[src/rtl/bcd_pkg.sv]
`default_nettype none
// ============================================================================
// Module      : bcd_pkg
// Description : Shared types, constants and width helper for the BCD-to-binary
//               converter (reverse double-dabble).
// Revision    : 1.0 - initial release
// ============================================================================
package bcd_pkg;

    // Converter control states
    typedef enum logic [1:0] {
        IDLE  = 2'd0,
        SHIFT = 2'd1,
        DONE  = 2'd2
    } state_t;

    localparam int DIGIT_W = 4;

    // A digit at or above this value after a right shift gets corrected
    localparam logic [DIGIT_W-1:0] CORR_THRESH = 4'd8;
    localparam logic [DIGIT_W-1:0] CORR_VAL    = 4'd3;

    // Largest legal decimal digit; anything above flags an input error
    localparam logic [DIGIT_W-1:0] DIGIT_MAX   = 4'd9;

    // Number of binary bits needed to hold any DIGITS-digit decimal value
    function automatic int bin_width(input int digits);
        return $clog2(10 ** digits);
    endfunction

endpackage
`default_nettype wire

[src/rtl/bcd_digit_adj.sv]
`default_nettype none
// ============================================================================
// Module      : bcd_digit_adj
// Description : Single-digit correction for reverse double-dabble: subtracts
//               3 from a 4-bit digit when it is 8 or more, else passes through.
// Revision    : 1.0 - initial release
// ============================================================================
module bcd_digit_adj
    import bcd_pkg::*;
(
    input  logic [DIGIT_W-1:0] i_digit,
    output logic [DIGIT_W-1:0] o_digit
);

    // Correction is only applied at >= 8, so the subtraction never wraps
    always_comb begin
        o_digit = i_digit;
        if (i_digit >= CORR_THRESH) begin
            o_digit = i_digit - CORR_VAL;
        end
    end

endmodule
`default_nettype wire

[src/rtl/bcd2bin.sv]
`default_nettype none
// ============================================================================
// Module      : bcd2bin
// Description : Sequential BCD-to-binary converter. A packed BCD word is
//               captured on start, shifted right BIN_W times through a
//               {bcd, bin} register with per-digit -3 correction, and the
//               binary result is presented with a one-cycle done pulse.
//               Words containing a digit above 9 finish at once with err set.
// Revision    : 1.0 - initial release
// ============================================================================
module bcd2bin
    import bcd_pkg::*;
#(
    parameter  int DIGITS = 2,
    localparam int BIN_W  = bin_width(DIGITS)
) (
    input  logic                      clk,
    input  logic                      rst_n,
    input  logic                      start,
    input  logic [DIGIT_W*DIGITS-1:0] bcd,
    output logic [BIN_W-1:0]          bin,
    output logic                      busy,
    output logic                      done,
    output logic                      err
);

    localparam int BCD_W = DIGIT_W * DIGITS;
    localparam int SR_W  = BCD_W + BIN_W;
    localparam int CNT_W = $clog2(BIN_W + 1);

    localparam logic [CNT_W-1:0] C_LAST_SHIFT = CNT_W'(BIN_W - 1);
    localparam logic [CNT_W-1:0] C_CNT_ONE    = CNT_W'(1);

    state_t             r_state;
    state_t             w_state_nxt;
    logic [SR_W-1:0]    r_sreg;
    logic [CNT_W-1:0]   r_count;
    logic [BIN_W-1:0]   r_bin;
    logic               r_err;

    logic               w_bcd_ok;
    logic               w_last;
    logic [SR_W-1:0]    w_shift_raw;
    logic [SR_W-1:0]    w_shifted;

    // Flag any input digit that is not a legal decimal digit
    always_comb begin
        w_bcd_ok = 1'b1;
        for (int i = 0; i < DIGITS; i++) begin
            if (bcd[i*DIGIT_W +: DIGIT_W] > DIGIT_MAX) begin
                w_bcd_ok = 1'b0;
            end
        end
    end

    // One right shift of the whole register; the binary field needs no fix-up
    assign w_shift_raw             = r_sreg >> 1;
    assign w_shifted[BIN_W-1:0]    = w_shift_raw[BIN_W-1:0];
    assign w_last                  = (r_count == C_LAST_SHIFT);

    // Post-shift correction of every BCD digit in the upper field
    generate
        for (genvar g = 0; g < DIGITS; g++) begin : g_digit_adj
            bcd_digit_adj u_adj (
                .i_digit (w_shift_raw[BIN_W + g*DIGIT_W +: DIGIT_W]),
                .o_digit (w_shifted  [BIN_W + g*DIGIT_W +: DIGIT_W])
            );
        end
    endgenerate

    // State register
    always_ff @(posedge clk or negedge rst_n) begin
        if (!rst_n) begin
            r_state <= IDLE;
        end else begin
            r_state <= w_state_nxt;
        end
    end

    // Next-state decode; illegal digits skip straight to DONE
    always_comb begin
        w_state_nxt = r_state;
        case (r_state)
            IDLE: begin
                if (start) begin
                    w_state_nxt = w_bcd_ok ? SHIFT : DONE;
                end
            end
            SHIFT: begin
                if (w_last) begin
                    w_state_nxt = DONE;
                end
            end
            DONE: begin
                w_state_nxt = IDLE;
            end
            default: begin
                w_state_nxt = IDLE;
            end
        endcase
    end

    // Shift register, shift counter and held result/error registers
    always_ff @(posedge clk or negedge rst_n) begin
        if (!rst_n) begin
            r_sreg  <= '0;
            r_count <= '0;
            r_bin   <= '0;
            r_err   <= 1'b0;
        end else begin
            case (r_state)
                IDLE: begin
                    if (start) begin
                        r_sreg  <= {bcd, {BIN_W{1'b0}}};
                        r_count <= '0;
                        r_err   <= ~w_bcd_ok;
                        if (!w_bcd_ok) begin
                            r_bin <= '0;
                        end
                    end
                end
                SHIFT: begin
                    r_sreg  <= w_shifted;
                    r_count <= r_count + C_CNT_ONE;
                    if (w_last) begin
                        r_bin <= w_shifted[BIN_W-1:0];
                    end
                end
                default: begin
                end
            endcase
        end
    end

    assign bin  = r_bin;
    assign err  = r_err;
    assign busy = (r_state != IDLE);
    assign done = (r_state == DONE);

    // A legal input always drains the BCD field completely by the last shift
    a_residue_zero : assert property (
        @(posedge clk) disable iff (!rst_n)
        (r_state == SHIFT && w_last) |-> (w_shifted[SR_W-1:BIN_W] == '0)
    );

endmodule
`default_nettype wire

[config.mk]
export PLATFORM = sky130hd
export DESIGN_NAME = bcd2bin
export DESIGN_NICKNAME = d
export VERILOG_FILES = /design/src/rtl/bcd_pkg.sv /design/src/rtl/bcd_digit_adj.sv /design/src/rtl/bcd2bin.sv
export SDC_FILE = /design/constraint.sdc
export NUM_CORES = 1
export LEC_CHECK = 0
export BUFFER_PORTS_ARGS = -buffer_cell sky130_fd_sc_hd__buf_2
export CORE_MARGIN = 2
export CORE_UTILIZATION = 54
export DETAILED_ROUTE_END_ITERATION = 16
export PLACE_DENSITY = 0.76
export SLEW_MARGIN = 40
export SYNTH_ARGS = -nofsm -noshare
export SYNTH_HDL_FRONTEND = slang
export SYNTH_SLANG_ARGS = --single-unit
[constraint.sdc]
create_clock -name clk -period 2.2 [get_ports clk]
set_input_delay 0.22 -clock clk [delete_from_list [all_inputs] [get_ports clk]]
set_output_delay 0.22 -clock clk [all_outputs]
set_load 0.02 [all_outputs]
==> flow_summary.yaml <==
synthesis:
  synth_compound_gate_area_share: 0.2436
  synth_area_per_cell_sq_um: 10.35
  yosys.area_share.simple: 0.1474
  yosys.area.top_type: "dfrtp_1"
  yosys_warnings: 0
  ys_async_sr_fraction: 1.000
  syn_nets: 152
  ys_seq_area_frac: 0.4766
  synth.area.mux_share: 0.007061
  synth_edf_count: 0
  synth_top_area_frac: 0.4766
  synth.area.top_cells: "dfrtp_1, nand2_1, o22ai_1"
  synthFlopType: "dfrtp_1"
  ys_types: 38
  synthXorXnorAreaFrac: 0.01236
  ys_seq_elements: 27
  synth_fa_ha_area_frac: 0.03530
  synth_top_family_by_area: "compound AO/OA/AOI/OAI gates"
  syn_area_sq_um: 1418
  synthCells: 137
die:
  die_area_sq_um: 3051
  core-area_sq_um: 2477
  initial_utilization: 0.5722
  num_io_pins: 21
  rows: 18
  die_x_um: 55.24
  die_h_um: 55.24
clock_network:
  cts_tree: "done"
  path_clk_slew_ns: 0.15
  cts_resized: 0
  clk-insertion-delay-late_ns: 0.31
  cts_made_buffers: 3
  cts.path.max_buffers: 2
  postCtsSetupRepairBufs: 0
  cts_root_buffer: "clkbuf_4"
  cts_max_level: 1
  ctsHoldBuffers: 1
  numClockSinks: 27
timing:
  period_minus_slack_ns: 1.721
  finalHoldViolations: 0
  hold_slack_ns: 0.2023
  setup_viol: 0
  fin_crit_sh: 0.7825
  worstMarginPinSlew_ns: 0.6149
  max_freq_ghz: 0.5809
  relSlewSlack: 0.5900
  finClkSkew_ns: 0.009323
  rsz0062_at_grt: "no"
  tns_ns: 0
  slew_viol_final: 0
run:
  cap_violations: 0
grt:
  grt_pass1_wl_um: 5119
  grt_util_all_layers: 0.2038
  grt_start_max_net_pins: 28
  antenna_found_initial: 0
  grt_pass1_vias: 1094
  grt_overflow_total: 0
critical_path:
  slowest_stage: "dfrtp_1"
  r2r_end: "r_sreg[8]"
  cp.arrival_ns: 1.50
  critPathMaxFanout: 19
  r2r_setup_slack_ns: 0.59
  crit_required_ns: 1.98
  crit_chain: "inv_4 > nand2_1 > buf_2"
  rr_worst_depth: 3
  cp-start-kind: "register"
  slowest_delay_ns: 0.72
  rr_startpoint: "r_state[0]"
  critPathKind: "reg -> out"
  cp-end-kind: "output pin"
worst_hold_path:
  whs_endpoint: "r_sreg[7]"
  holdCritStartpoint: "bcd[0]"
  hp-class: "in -> reg"
  min_path_cells: 3
power_and_ir_drop:
  power_density_nw_per_um2: 1310
  clkPwrFrac: 0.103
  p_leak_uw: 0.0006918
  ir_worst_vdd_mv: 0.7675
  combPwrFrac: 0.423
  p_sw_uw: 867.7
  p_int_uw: 1136
  seqPwrFrac: 0.474
  sw_frac_of_total: 0.4330
routing:
  via_per_inst: 5.989
  ant_nets: 0
  wl_um: 2883
  route.detailed.drc: 0
  vias: 1108
  post_drt_wl_per_cell_um: 15.58
  drtIter0Drc: 28
  drt_pre_antenna_iters: 4
placed_design:
  place_congestion: 0.7851
  io_buffers: 20
  dp_hpwl_um: 2066
outcome:
  outcome: "complete, no violations"
cells_and_area:
  syn2layout_area_growth_pct: 7.944
  fin_nets: 171
  antennaDiodeCount: 0
  finalCoreUtilization: 0.6177
  drive_gt1_frac: 0.2129
  fill_cells: 209
## routing by layer
layer,track usage,vias up,wire (um)
met2,0.3350,30,1408
li1,-,536,-
met5,0,-,0
met3,0.02576,2,135
met1,0.2875,540,1324
met4,0.04878,0,15
## cell families after synthesis
family	count (synthesis)
AO/OA/AOI/OAI	46
XOR/XNOR	2
adder cells (fa/ha/maj)	4
buffers and inverters	19
flip-flops	27
multiplexers	1
AND/OR/NAND/NOR	38
## stage by stage
stage               power (uW)  std cells  worst slack (ns)  instance area (sq um)
global placement          1757        180            0.6921                   1493
finish                    2004        185            0.4786                   1530
floorplan                 1620        137             1.004                   1418
detailed placement        1809        180            0.6380                   1493
global route              2170        185            0.3827                   1530
CTS                       2018        185            0.4817                   1530
## critical path, delay by kind of cell, from the launching register on
family	cells	cell delay, ns
buffers and inverters	2	0.36
and+or+nand+nor	1	0.10
DFF	1	0.72
## worst max path at each step
stage	start	to	slack, ns	depth (start not counted)
2_1_floorplan	r_count[0]	bin[0]	1.00	6
3_3_place_gp	r_state[0]	r_sreg[8]	0.69	3
3_5_place_dp	r_state[0]	r_sreg[8]	0.64	3
4_1_cts	r_state[0]	busy	0.48	3
5_1_grt	r_state[0]	busy	0.38	3
6_report	r_state[0]	busy	0.48	3
## final cells by class
cell class / count / area (sq um) / area share
well taps: 30 / 37.54 / 0.02453
inverters: 12 / 47.55 / 0.03107
flip-flops and latches: 27 / 675.6 / 0.4415
clock inverters: 1 / 5.005 / 0.003271
multi-input cells: 91 / 631.9 / 0.4129
clock buffers: 3 / 22.52 / 0.01472
repair buffers: 21 / 110.1 / 0.07195
## power groups by stage
stage / combinational, uW / sequential [uW] / clock (uW)
detailed placement: 855 / 954 / 0
global route: 942 / 988 / 240
floorplan: 693 / 927 / 0
finish: 847 / 949 / 207
global placement: 816 / 941 / 0
CTS: 858 / 945 / 215
## state kept, by name, summed over array words and instances (netlist names)
signal   cells
r_count      3
err          1
bin          7
r_sreg      14
r_state      2
## layout by cell type, fill, tap and decap left out, types with 2 or more instances in the layout
cell,instances
inv_1,10
o22ai_1,9
o21ai_0,2
o211ai_1,7
o21ai_1,2
a21oi_1,9
ha_1,4
nand3_1,2
clkbuf_4,3
nand4_1,8
dfrtp_1,27
o21ai_2,2
a22o_1,6
nand2_1,16
nor2b_1,3
buf_2,20
nor2_1,3
## cells in the mapped netlist (2+ instances only)
master and n:
o21ai_0 2, o211ai_1 7, buf_6 4, o22ai_1 9
buf_2 2, nand4_1 8, nand3_1 2, a22o_1 6
nor2_1 3, nor2b_1 3, a21oi_1 9, dfrtp_1 27
o21ai_2 2, inv_1 10, nand2_1 16, ha_1 4
o21ai_1 2
No activity file was read; power rests on OpenSTA's default activity.
